**config.mk**
```make
export PLATFORM = sky130hd
export DESIGN_NAME = ps2_mouse_responder_flat
export DESIGN_NICKNAME = d
export VERILOG_FILES = /design/src/rtl/ps2_mouse_responder_if.sv /design/src/rtl/ps2_mouse_responder.sv /design/src/flat_wrapper.sv
export SDC_FILE = /design/constraint.sdc
export NUM_CORES = 1
export LEC_CHECK = 0
export ABC_AREA = 1
export BUFFER_PORTS_ARGS = -buffer_cell sky130_fd_sc_hd__clkbuf_2
export CORE_MARGIN = 2
export CORE_UTILIZATION = 47
export CTS_BUF_LIST = sky130_fd_sc_hd__clkbuf_8
export DETAILED_ROUTE_END_ITERATION = 16
export PLACE_DENSITY = 0.7
export SYNTH_ARGS = -nofsm -noshare
export SYNTH_HDL_FRONTEND = slang
export SYNTH_SLANG_ARGS = --single-unit
```
**constraint.sdc**
```tcl
create_clock -name iClk -period 4.86 [get_ports iClk]
set_input_delay 0.972 -clock iClk [delete_from_list [all_inputs] [get_ports iClk]]
set_output_delay 0.972 -clock iClk [all_outputs]
set_load 0.005 [all_outputs]
```
**src/rtl/ps2_mouse_responder_if.sv**
```systemverilog
// ps2_mouse_responder_if: byte-level link between the PS/2 line layer (master) and the mouse responder (slave).
interface ps2_mouse_responder_if;
   logic       rx;
   logic [7:0] rx_data;
   logic       tx;
   logic [7:0] tx_data;
   logic       tx_ok;
   logic       tx_fail;
   logic       tx_idle;
   modport master (output rx, rx_data, tx_ok, tx_fail, tx_idle, input tx, tx_data);
   modport slave (input rx, rx_data, tx_ok, tx_fail, tx_idle, output tx, tx_data);
endinterface

```
**src/rtl/ps2_mouse_responder.sv**
```systemverilog
// ps2_mouse_responder: device-side PS/2 mouse command responder with movement accumulation and 3-byte packets.
// Define PS2_MOUSE_STREAM_EN to enable periodic stream-mode reports every SAMPLE_TICKS cycles.
`ifndef CLOCK_SPEED
`define CLOCK_SPEED 50000000
`endif
module ps2_mouse_responder #(
   parameter int SAMPLE_TICKS = `CLOCK_SPEED / 100,
   parameter bit BAT_ON_RESET = 1'b1
) (
   input  logic                    iClk,
   input  logic                    iRst,
   ps2_mouse_responder_if.slave    link,
   input  logic                    iMove,
   input  logic signed [8:0]       iDx,
   input  logic signed [8:0]       iDy,
   input  logic [2:0]              iBtn,
   output logic                    oEnabled,
   output logic                    oBusy
);
   localparam logic [7:0] ACK = 8'hFA;
   typedef enum logic {CMD, ARG} cmd_t;
   typedef enum logic {TX_IDLE, TX_WAIT} tx_t;
   cmd_t cmd_q, cmd_d;
   tx_t tx_q;
   logic [31:0] fifo_q, ld_w, last_sh;
   logic [2:0] cnt_q, ld_n;
   logic [7:0] last_q;
   logic last_v_q, bat_q, scale_q, en_d, scale_d, ld, ld_dat;
   logic signed [8:0] x_q, y_q;
   logic xo_q, yo_q, eb_cap, stream_cap, clr;
   logic [9:0] xa, ya, xs, ys;
   logic [23:0] pkt_raw, pkt_scl;
   // Saturating add; result is {overflow, 9-bit value}.
   function automatic logic [9:0] acc(input logic signed [9:0] b, input logic signed [8:0] d);
      logic signed [9:0] s;
      s = b + {d[8], d};
      return s > 10'sd255 ? {1'b1, 9'h0FF} : s < -10'sd256 ? {1'b1, 9'h100} : {1'b0, s[8:0]};
   endfunction
   // 2:1 scaling on magnitude, sign kept; result is {overflow, 9-bit value}.
   function automatic logic [9:0] scale(input logic [8:0] v);
      logic [9:0] m, r, nr;
      m = v[8] ? 10'd512 - {1'b0, v} : {1'b0, v};
      r = m == 10'd0 ? 10'd0 : m < 10'd3 ? 10'd1 : m == 10'd3 ? 10'd3 :
          m == 10'd4 ? 10'd6 : m == 10'd5 ? 10'd9 : m << 1;
      nr = 10'd0 - r;
      if (v[8]) return r > 10'd256 ? {1'b1, 9'h100} : {1'b0, nr[8:0]};
      return r > 10'd255 ? {1'b1, 9'h0FF} : {1'b0, r[8:0]};
   endfunction
   assign xs = scale_q ? scale(x_q) : {1'b0, x_q};
   assign ys = scale_q ? scale(y_q) : {1'b0, y_q};
   assign pkt_raw = {yo_q, xo_q, y_q[8], x_q[8], 1'b1, iBtn, x_q[7:0], y_q[7:0]};
   assign pkt_scl = {yo_q | ys[9], xo_q | xs[9], ys[8], xs[8], 1'b1, iBtn, xs[7:0], ys[7:0]};
   assign eb_cap = link.rx && cmd_q == CMD && link.rx_data == 8'hEB;
   assign clr = eb_cap || stream_cap ||
                (link.rx && cmd_q == CMD && (link.rx_data == 8'hFF || link.rx_data == 8'hF6));
   assign xa = acc(clr ? 10'sd0 : {x_q[8], x_q}, iMove ? iDx : 9'sd0);
   assign ya = acc(clr ? 10'sd0 : {y_q[8], y_q}, iMove ? iDy : 9'sd0);
   assign oBusy = cnt_q != 3'd0 || tx_q == TX_WAIT;
`ifdef PS2_MOUSE_STREAM_EN
   logic [31:0] tick_q;
   logic pend_q, gate;
   logic [2:0] btn_q;
   assign gate = oEnabled && cmd_q == CMD && cnt_q == 3'd0 && tx_q == TX_IDLE && !link.rx && !bat_q;
   assign stream_cap = gate && pend_q && (x_q != 9'sd0 || y_q != 9'sd0 || iBtn != btn_q);
   // An expiry stays pending until the report gate opens, then either reports or is discarded.
   always_ff @(posedge iClk)
      if (iRst) begin
         tick_q <= 32'(SAMPLE_TICKS - 1);
         pend_q <= 1'b0;
         btn_q  <= 3'd0;
      end else begin
         tick_q <= tick_q == 32'd0 ? 32'(SAMPLE_TICKS - 1) : tick_q - 32'd1;
         pend_q <= tick_q == 32'd0 || (pend_q && !gate);
         if (eb_cap || stream_cap) btn_q <= iBtn;
      end
`else
   assign stream_cap = 1'b0;
`endif
   // Every push lands in an empty (or just-flushed) FIFO, so replies are loaded as a whole word.
   always_comb begin
      cmd_d = cmd_q;
      en_d = oEnabled;
      scale_d = scale_q;
      ld = 1'b0;
      ld_n = 3'd0;
      ld_w = 32'd0;
      ld_dat = 1'b0;
      if (link.rx) begin
         ld = 1'b1;
         ld_n = 3'd1;
         ld_w = {ACK, 24'd0};
         if (cmd_q == ARG) cmd_d = CMD;
         else case (link.rx_data)
            8'hFF: begin ld_n = 3'd3; ld_w = {ACK, 8'hAA, 16'd0}; ld_dat = 1'b1; en_d = 1'b0; scale_d = 1'b0; end
            8'hF6: begin en_d = 1'b0; scale_d = 1'b0; end
            8'hE6: scale_d = 1'b0;
            8'hE7: scale_d = 1'b1;
            8'hF4: en_d = 1'b1;
            8'hF5: en_d = 1'b0;
            8'hF2: begin ld_n = 3'd2; ld_dat = 1'b1; end
            8'hEB: begin ld_n = 3'd4; ld_w = {ACK, pkt_raw}; ld_dat = 1'b1; end
            8'hF3, 8'hE8: cmd_d = ARG;
            8'hFE: ld_w = {last_v_q ? last_q : ACK, 24'd0};
            default: ld_w = {8'hFE, 24'd0};
         endcase
      end else if (bat_q) begin
         ld = 1'b1;
         ld_n = 3'd2;
         ld_w = {8'hAA, 24'd0};
         ld_dat = 1'b1;
      end else if (stream_cap) begin
         ld = 1'b1;
         ld_n = 3'd3;
         ld_w = {pkt_scl, 8'd0};
         ld_dat = 1'b1;
      end
      last_sh = ld_w << {ld_n[1:0] - 2'd1, 3'b000};
   end
   always_ff @(posedge iClk)
      if (iRst) begin
         cmd_q <= CMD;
         tx_q <= TX_IDLE;
         oEnabled <= 1'b0;
         scale_q <= 1'b0;
         x_q <= 9'sd0;
         y_q <= 9'sd0;
         xo_q <= 1'b0;
         yo_q <= 1'b0;
         fifo_q <= 32'd0;
         cnt_q <= 3'd0;
         link.tx <= 1'b0;
         link.tx_data <= 8'd0;
         bat_q <= BAT_ON_RESET;
         last_q <= 8'd0;
         last_v_q <= 1'b0;
      end else begin
         cmd_q <= cmd_d;
         oEnabled <= en_d;
         scale_q <= scale_d;
         bat_q <= 1'b0;
         x_q <= xa[8:0];
         y_q <= ya[8:0];
         xo_q <= (!clr && xo_q) || xa[9];
         yo_q <= (!clr && yo_q) || ya[9];
         if (ld && ld_dat) begin
            last_q <= last_sh[31:24];
            last_v_q <= 1'b1;
         end
         link.tx <= 1'b0;
         if (ld) begin
            fifo_q <= ld_w;
            cnt_q <= ld_n;
            tx_q <= TX_IDLE;
         end else if (tx_q == TX_IDLE && cnt_q != 3'd0 && link.tx_idle) begin
            link.tx <= 1'b1;
            link.tx_data <= fifo_q[31:24];
            tx_q <= TX_WAIT;
         end else if (tx_q == TX_WAIT && link.tx_ok) begin
            fifo_q <= fifo_q << 8;
            cnt_q <= cnt_q - 3'd1;
            tx_q <= TX_IDLE;
         end else if (tx_q == TX_WAIT && link.tx_fail) tx_q <= TX_IDLE;
      end
endmodule

```
**src/flat_wrapper.sv**
```systemverilog
// flat-port wrapper written by rule: the top's interface ports become plain ports
module ps2_mouse_responder_flat 
#(
   parameter int SAMPLE_TICKS = `CLOCK_SPEED / 100,
   parameter bit BAT_ON_RESET = 1'b1
)
  (iClk, iRst, iMove, iDx, iDy, iBtn, oEnabled, oBusy, link_rx, link_rx_data, link_tx_ok, link_tx_fail, link_tx_idle, link_tx, link_tx_data);
  ps2_mouse_responder_if link_i ();
  input  logic iClk;
  input  logic iRst;
  input  logic iMove;
  input  logic signed [8:0] iDx;
  input  logic signed [8:0] iDy;
  input  logic [2:0] iBtn;
  output logic oEnabled;
  output logic oBusy;
  input wire logic [$bits(link_i.rx)-1:0] link_rx;
  input wire logic [$bits(link_i.rx_data)-1:0] link_rx_data;
  input wire logic [$bits(link_i.tx_ok)-1:0] link_tx_ok;
  input wire logic [$bits(link_i.tx_fail)-1:0] link_tx_fail;
  input wire logic [$bits(link_i.tx_idle)-1:0] link_tx_idle;
  output wire logic [$bits(link_i.tx)-1:0] link_tx;
  output wire logic [$bits(link_i.tx_data)-1:0] link_tx_data;
  assign link_i.rx = link_rx;
  assign link_i.rx_data = link_rx_data;
  assign link_i.tx_ok = link_tx_ok;
  assign link_i.tx_fail = link_tx_fail;
  assign link_i.tx_idle = link_tx_idle;
  assign link_tx = link_i.tx;
  assign link_tx_data = link_i.tx_data;
  ps2_mouse_responder #(.SAMPLE_TICKS(SAMPLE_TICKS), .BAT_ON_RESET(BAT_ON_RESET)) u_core (.iClk(iClk), .iRst(iRst), .link(link_i), .iMove(iMove), .iDx(iDx), .iDy(iDy), .iBtn(iBtn), .oEnabled(oEnabled), .oBusy(oBusy));
endmodule
```
==> flow_results.org, run 1 <==
** Outcome
- The run finished with clean final reports.

** Worst setup path
- For the worst setup path, the data arrival time is 3.48 ns.
- Largest fanout of any net on the critical path :: 16
- WP data required :: 5.13 ns
- The worst setup path is launched from an input port.
- Category of the critical setup timing path :: input port to flip-flop
- R2R cell count :: 20
- The worst setup path is captured at a flip-flop.

** Hold path
- Path category of the worst min-delay check :: flip-flop to flip-flop
- Cell depth of the worst min-delay path :: 2

** Global route
- For this run the aggregate overflow at the end of global routing stands at 0.
- Initial antenna violation count :: 0
- The via count of the first global-routing pass was 3672.
- Total track usage :: 20.3%
- Entering global routing, the biggest net connects 45 pins.
- The first global-routing pass estimated 16700 um of wire.

** Finish
- In the final layout, flip-flops and latches occupy 1540 um2.
- Count of nets after finishing :: 719
- 0 antenna diodes ended up in the layout.
- Of the cells placed in the final design, the portion with a size suffix greater than 1 is 14.3%.
- Number of non-filler instances in the completed layout :: 777
- P&R area growth vs syn :: 11.0%
- Leaving out fill and tap cells, the most frequent cell in the layout is sky130_fd_sc_hd__nand2_1.
- Combined area of the multi-input logic cells :: 2310 um2
- Total of fill cells in the finished design :: 922
- The library cells used most frequently in the layout, excluding fill and tap cells, are sky130_fd_sc_hd__nand2_1, sky130_fd_sc_hd__inv_1, sky130_fd_sc_hd__dfxtp_1.

** Routing
- Post-DR wirelength/cell :: 12.5 um
- DRC viols :: 0
- DRT antenna net count :: 0
- The final route contains 3978 vias.
- In the routed layout, each cell is associated on average with a via count of 5.12.
- For this block, the routed nets add up to 9700 um of wire.
- Drt first-iter violations :: 263
- The first TritonRoute pass finished after 5 iterations.

** Synth
- Mapped Cells :: 624
- The number of nets handed over by synthesis was 682.
- Number of distinct standard cells referenced by the synthesized netlist :: 36
- For this run, the register share of the synthesized area comes to 35.3%.
- During synthesis, Yosys emitted a total of 0 warnings.
- Synth Cell Area :: 4360 um2
- Avg Cell Area, Syn :: 6.99 um2
- Synth Register Bits :: 77

** STA
- Headroom to the max-slew limit came out at 56.1%.
- The number of failing hold endpoints at the final stage came to 0.
- Final setup fails :: 0
- Final setup skew :: 0.00847 ns
- Static timing analysis puts the maximum clock frequency at 0.312 GHz.
- For the pin with the worst max-slew slack, the measured transition is 0.656 ns.
- In the final timing run, aggregate negative setup slack is 0 ns.
- Fin. max-slew vios :: 0
- RSZ-0062 raised after global routing :: no
- Crit path time final :: 3.20 ns
- Share of the clock period used by the worst path :: 65.9%

** Floorplan
- Horizontal extent of the die :: 100 um
- In this run the core area contains 35 standard-cell rows.
- Measured along the y axis, the die boundary spans 100 um.
- Effective utilization at floorplan :: 47.9%
- The die covers 10100 um2.
- Boundary Pins :: 47
- CORE AREA :: 9110 um2

** Pwr
- Dividing total power by cell area gives a power density of 363 nW/um2.
- PnR Total Power :: 1.75 mW
- Across the VDD grid, the largest voltage drop is 0.000168 V.
- For this design the static power due to leakage is 2.41 nW.

** Place
- Once detailed placement completed, the half-perimeter wirelength came to 7340 um.
- Buffers on Ports :: 46
- Routability-driven placement congestion ratio :: 0.935
- Including well taps, the total number of placed cells is 761.

** Clock network
- CTS sink cnt :: 77
- The number of clock buffers added by TritonCTS is 9.
- Counting along the longest clock path gives a buffer depth of 2.
- Clk Latency, worst-skew pair :: 0.34 ns
- Number of setup buffers added after CTS :: 0
- Hold repair after CTS inserted 0 buffers.
- Clock slew at the register clock pins of the worst setup and hold paths :: 0.08 ns
- TritonCTS built the clock tree.
- Once the clock tree was built, the resizer swapped 0 gates to a different size.
- Cell chosen for the clock root :: sky130_fd_sc_hd__clkbuf_8
- The H-tree was split into 3 levels.

** Job
- Reported max-cap violation count :: 0
==> power by group <==
group	leakage [nW]	internal [mW]	switching (mW)	total [mW]
logic	1.67	0.195	0.311	0.505
clock network	0.110	0.277	0.223	0.500
registers	0.632	0.706	0.0441	0.750
==> worst paths after layout <==
kind | from | endpoint | slack (ns)
worst min register to register | u_core.link.tx_data[4] | u_core.link.tx_data[4] | 0.44
worst max-delay path | link_rx | u_core.x_q[1] | 1.66
worst min-delay path | u_core.link.tx_data[4] | u_core.link.tx_data[4] | 0.44
worst max register to register | u_core.cmd_q | u_core.x_q[1] | 2.12
==> state kept, by name, indices dropped and copies added (netlist names), 3 cells and up <==
signal / count
u_core.x_q: 9
u_core.y_q: 9
u_core.link.tx_data: 8
u_core.cnt_q: 3
u_core.last_q: 8
u_core.fifo_q: 32
==> synthesized netlist by cell type, drive strengths merged <==
master	instances	area, um2
a31o	1	8.76
nand3	27	170
fa	2	40.0
dfxtp	77	1540
inv	105	397
nor2	47	229
xnor2	8	70.1
ha	20	250
and2	1	6.26
buf	11	76.3
nand2	134	556
or2	2	12.5
nand4	10	62.6
nor3	2	10.0
a22oi	11	82.6
xor2	4	35.0
o221ai	1	8.76
a21oi	72	360
a31oi	2	12.5
o211ai	1	7.51
o21ai	74	378
clkbuf	11	41.3
and3	1	6.26
==> routing by layer <==
metal  wire (um)  vias up  GRT usage (%)  part of all wire [%]
met2        4470       87           33.1                    46
met4         164        0           5.48                   1.7
li1            -     2095              -                     -
met5           0        -              0                     0
met3         323       14           4.18                   3.3
met1        4740     1782           27.5                    49
==> cells by family (layout without fill, tap and decap cells) <==
logic type               Yosys count  in the layout  synth area share (%)
AND/OR/NAND/NOR                  224            224                  24.1
AO/OA/AOI/OAI                    162            162                  19.7
buffers and inverters            127            169                  11.8
flip-flops                        77             77                  35.3
adder cells (fa/ha/maj)           22             22                  6.66
XOR/XNOR                          12             12                  2.41
==> cell type report <==
| class | instances | area share, % |
|---|---|---|
| clock inverters | 4 | 0.957 |
| multi-input cells | 420 | 47.6 |
| clock buffers | 12 | 3.41 |
| flip-flops and latches | 77 | 31.9 |
| well taps | 111 | 2.87 |
| inverters | 105 | 8.20 |
| repair buffers | 48 | 5.07 |
==> worst max-delay path, cell delays in order <==
cell	delay (ns)
sky130_fd_sc_hd__clkbuf_2	0.21
sky130_fd_sc_hd__nand2_4	0.18
sky130_fd_sc_hd__inv_1	0.12
sky130_fd_sc_hd__nand2_1	0.12
sky130_fd_sc_hd__nand2_4	0.13
sky130_fd_sc_hd__nor2_1	0.12
sky130_fd_sc_hd__ha_1	0.23
sky130_fd_sc_hd__inv_1	0.07
sky130_fd_sc_hd__fa_1	0.40
sky130_fd_sc_hd__inv_1	0.08
sky130_fd_sc_hd__nand3_1	0.09
sky130_fd_sc_hd__nand2_2	0.10
sky130_fd_sc_hd__nand2_1	0.07
sky130_fd_sc_hd__nand2_1	0.06
sky130_fd_sc_hd__nand2_1	0.05
sky130_fd_sc_hd__nand2_2	0.07
sky130_fd_sc_hd__inv_1	0.05
sky130_fd_sc_hd__nand2_2	0.07
sky130_fd_sc_hd__nand2_2	0.10
sky130_fd_sc_hd__a21oi_1	0.17
==> stage by stage <==
stage	setup slack, ns	hold WS [ns]	instance area [um2]	util, %
4_1_cts	1.68	0.450	4840	53.1
6_report	1.66	0.445	4840	53.1
5_1_grt	1.35	0.469	4840	53.1
3_3_place_gp	1.46	0.430	4630	50.8
3_5_place_dp	1.34	0.437	4630	50.8
2_1_floorplan	1.70	0.434	4360	-
No activity file was read; power rests on OpenSTA's default activity.
==> inputs of run 2 (changes only) <==
--- a/config.mk
+++ b/config.mk
@@ -5,13 +5,13 @@
 export SDC_FILE = /design/constraint.sdc
 export NUM_CORES = 1
 export LEC_CHECK = 0
-export ABC_AREA = 1
+export ABC_AREA = 0
 export BUFFER_PORTS_ARGS = -buffer_cell sky130_fd_sc_hd__clkbuf_2
 export CORE_MARGIN = 2
 export CORE_UTILIZATION = 47
 export CTS_BUF_LIST = sky130_fd_sc_hd__clkbuf_8
 export DETAILED_ROUTE_END_ITERATION = 16
-export PLACE_DENSITY = 0.7
+export PLACE_DENSITY = 0.73
 export SYNTH_ARGS = -nofsm -noshare
 export SYNTH_HDL_FRONTEND = slang
 export SYNTH_SLANG_ARGS = --single-unit
==> constraint.sdc (replaced) <==
create_clock -name iClk -period 2.8 [get_ports iClk]
set_input_delay 0.56 -clock iClk [delete_from_list [all_inputs] [get_ports iClk]]
set_output_delay 0.56 -clock iClk [all_outputs]
set_load 0.005 [all_outputs]
==> run 2 against run 1 <==
  * The run now ends with negative setup slack left
  * Global-route usage rose by 1.2 points
  * Utilization rose by 9.1 points
  * First-iteration DRC count fell by 19%
  * Sequential power rose by 80%
  * Via count fell by 1.1%
  * Sequential share of layout area fell by 3.1 points
  * Largest power group is now combinational logic
==> flow_results.org, run 2 <==
** Outcome
- The flow ran to the end, but the final reports show violations.
- Failing checks :: negative setup slack

** Synth
- Most used flip-flop cell after synthesis :: sky130_fd_sc_hd__dfxtp_1
- During synthesis, Yosys emitted a total of 0 warnings.
- Counting distinct cell types in the post-synthesis netlist gives 61.
- After synthesis the netlist holds a flip-flop and latch count of 77.
- Synth Cell Area :: 4130 um2
- Share of synthesized flip-flops with an asynchronous set or reset :: 0%
- Top cell type by total area after synthesis :: sky130_fd_sc_hd__dfxtp_1
- Part of the Yosys area used for sequential elements :: 37.3%
- After synthesis, the most frequently instantiated cells are sky130_fd_sc_hd__dfxtp_1, sky130_fd_sc_hd__nor2_1, sky130_fd_sc_hd__a21oi_1, sky130_fd_sc_hd__nand2_1, sky130_fd_sc_hd__o21ai_0.
- Fraction of post-synthesis cell area in the top cell type by area :: 37.3%
- The synthesized design contains 0 enable-type register cells.
- Mapped Cells :: 490
- Among all cell types in the netlist, the one instantiated most often is sky130_fd_sc_hd__dfxtp_1.
- Avg Cell Area, Syn :: 8.44 um2
- By area the synthesized netlist is led by sky130_fd_sc_hd__dfxtp_1, sky130_fd_sc_hd__ha_1, sky130_fd_sc_hd__a21oi_1.
- The number of nets in the synthesized netlist is 548.

** Routing
- The first detailed-routing pass ran for 5 iterations.
- Dividing the detail-routed via count by the number of cells gives 5.61.
- Final WL :: 10400 um
- The detailed router finished its first iteration with 214 violations.
- After detailed routing, the average wire length per cell comes to 14.8 um.
- In the routed design, unresolved DRC markers number 0.
- Top layer used by detailed routing :: met4
- Summing over every cut layer, the via total after detailed routing is 3936.
- Wire segments on met2 add up to 5320 um in the final route.
- In the final routing, the length of wire on met1 measures 4480 um.
- Met3 wirelength from detailed routing :: 363 um
- DRT antenna net count :: 0

** Worst setup path
- Worst reg2reg setup slack :: -0.03 ns
- Counting cells, the worst reg-to-reg path comes to 15.
- On the critical path, the stage with the largest delay is an instance of sky130_fd_sc_hd__fa_2.
- In this design, the stage delay of the slowest critical-path cell is 0.32 ns.
- Startpoint kind of the worst setup timing path :: input port
- The critical path crosses 16 cells after its start point.
- STA classifies the critical path endpoint as a flip-flop.
- The critical path is of the input port to flip-flop type.
- Count of buffer and inverter cells on the critical path :: 3
- Cell Chain, Critical Path :: buf_8, xnor2_4, and3_4, a21oi_4, nor2_4, nor2b_2, ha_2, inv_2, fa_2, and2b_2, o21ai_4, o21a_1, o311ai_4, buf_4, nor2_4, o41ai_2
- In this run the worst path has a maximum fanout of 8.
- STA puts the critical path data required time at 3.05 ns.
- Among cell families on the critical path, the largest total delay comes from compound AO/OA/AOI/OAI gates.
- In this design, the critical path's most frequently occurring cell is sky130_fd_sc_hd__nor2_4.
- Arrival time at the worst endpoint :: 3.10 ns

** Clock network
- CTS Buf Count :: 9
- In this run the number of H-tree levels came out at 3.
- Clock-pin slew was measured on the worst setup and hold paths at 0.08 ns.
- CTS sink cnt :: 77
- CTS tree :: done
- Clock tree buffer depth :: 2
- For the worst-skew pair, the clock arrives at the later sink with an insertion delay of 0.35 ns.
- Cell chosen for the clock root :: sky130_fd_sc_hd__clkbuf_8

** Floorplan
- The die covers 9560 um2.
- 47 I/O pins were placed.
- CORE AREA :: 8640 um2
- Cell row count :: 34
- Horizontal extent of the die :: 97.8 um
- The floorplan step set the die height to 97.8 um.
- The initial utilization of the core area, before any placement, comes to 47.9%.

** Pwr
- Relative contribution of sequential cells to total power :: 35.6%
- Worst IR drop on VDD :: 0.000393 V
- Areal power density over the cells :: 704 nW/um2
- Total net switching power :: 1.27 mW
- Switching Fraction :: 33.5%
- Combinational cells account for 40.5% of the total power.
- Lkg Pwr :: 2.34 nW
- In this run, the clock network consumes 23.9% of the power.
- The internal portion of the total power is 2.51 mW.

** STA
- Crit path time final :: 2.86 ns
- Max_slew headroom :: 60.9%
- Final-report hold violation count :: 0
- On the final layout, the worst hold slack is 0.457 ns.
- Share of the clock period used by the worst path :: 102%
- Setup slack on the critical path of the routed design comes to -0.0583 ns.
- Setup repair after global routing could not meet its margin everywhere.
- Fin. max-slew vios :: 0
- F_max :: 0.350 GHz
- Pin slew with the least headroom to its limit :: 0.587 ns
- Final setup skew :: 0.00682 ns
- Setup violations remaining at the end of the flow were counted as 3.

** Finish
- Combined area of the multi-input logic cells :: 2650 um2
- Registers take 1540 um2.
- Max FFs per register :: 32
- Commonest cells after routing, fill and taps aside :: sky130_fd_sc_hd__dfxtp_1, sky130_fd_sc_hd__buf_4, sky130_fd_sc_hd__nor2_1
- Cells with a size suffix above 1 make up 31.2% of the layout.
- The register with the most flip-flops in the final layout is u_core.fifo_q.
- Registers with the most flip-flops :: u_core.fifo_q (32), u_core.x_q (9), u_core.y_q (9)
- The layout has 752 filler cells.
- The count of cells in the finished layout, fillers not included, comes to 701.
- Summing all non-filler instances in the final layout gives an area of 5370 um2.
- After the last flow step, the layout net total stands at 647.
- Measured on the finished design, the core utilization comes to 62.2%.
- The area growth from synthesis to layout is 30.0%.
- Leaving out fill and tap cells, the most frequent cell in the layout is sky130_fd_sc_hd__dfxtp_1.
- Antenna fix cells :: 0

** Place
- Routability-driven placement finished with a final weighted congestion of 0.824.
- Placement Cell Area :: 4850 um2
- Buffers on Ports :: 46
- DPL Wire Length :: 7610 um
- Total instance count after detailed placement :: 673

** Hold path
- Cell depth of the worst min-delay path :: 2
- The path class of the tightest hold or removal check is flip-flop to flip-flop.

** Global route
- Total track usage :: 21.6%
- GRT Residual Overflow :: 0
- Largest net degree at the start of global routing :: 59
- Initial antenna violation count :: 0
- The via count of the first global-routing pass is 3817.
- Global-route wire length before repair :: 17100 um

** Job
- Across the run, the number of max-cap violations was 0.
run 2: changes by cell type after synthesis, sizes merged, moves of 10 or more:
cell / before / now
nor3: 2 / 17
inv: 105 / 15
a221oi: 0 / 15
a21oi: 72 / 44
and2: 1 / 19
nand3: 27 / 5
o21ai: 74 / 28
nand2: 134 / 43
a22oi: 11 / 1
nor2b: 0 / 21
o31ai: 0 / 11
run 2: what timing repair did:
item / CTS / global route
cloned: 1 / 0
buffers inserted: 5 / 7
hold buffers: 0 / 0
pin swaps: 9 / 13
endpoints found under the setup margin: 18 / 19
hold endpoints to repair: 0 / 0
gates resized for setup: 17 / 31
run 2: path summary, 6_finish.rpt:
path | from | endpoint
worst max-delay path | link_rx_data[4] | u_core.x_q[3]
worst min-delay path | u_core.last_v_q | u_core.last_v_q
worst max register to register | u_core.cmd_q | u_core.x_q[3]
worst min register to register | u_core.last_v_q | u_core.last_v_q
run 2: layout make-up:
class | instances | share of cell area, %
clock inverters | 6 | 1.63
inverters | 15 | 1.05
well taps | 108 | 2.52
clock buffers | 9 | 2.31
multi-input cells | 371 | 49.3
repair buffers | 115 | 14.5
flip-flops and latches | 77 | 28.7
run 2: tightest hold or removal path: stages, from the launching register on:
cell,delay [ns]
sky130_fd_sc_hd__dfxtp_1,0.32
sky130_fd_sc_hd__inv_1,0.05
sky130_fd_sc_hd__a21oi_1,0.05
run 2: logic make-up (layout without fill, tap and decap cells):
logic type	Yosys count	after routing	synth area share, %
adders and majority gates	22	22	7.02
muxes	9	9	2.21
buffers and inverters	42	145	4.15
AOI/OAI and AO/OA	141	141	23.5
DFF	77	77	37.3
xor gates and xnor gates	11	11	2.33
and+or+nand+nor	188	188	23.5
run 2: through the flow:
stage / total power, mW / TNS (ns) / setup slack, ns
floorplan: 2.19 / -5.43 / -0.421
global placement: 2.62 / -6.62 / -0.402
detailed placement: 2.67 / -9.50 / -0.549
CTS: 3.65 / -1.32 / -0.157
global route: 4.00 / -2.27 / -0.181
finish: 3.78 / -0.107 / -0.0583
run 2: power groups by stage:
stage,sequential (mW),combinational (mW),clock (mW)
finish,1.35,1.53,0.904
global route,1.35,1.68,0.960
CTS,1.34,1.40,0.912
detailed placement,1.36,1.31,0
global placement,1.36,1.26,0
floorplan,1.32,0.863,0
run 2: metal layers:
layer  up-vias  track usage, %
li1       1953               -
met1      1870            26.7
met2        90            39.0
met3        23            2.29
met4         0            7.26
met5         -               0
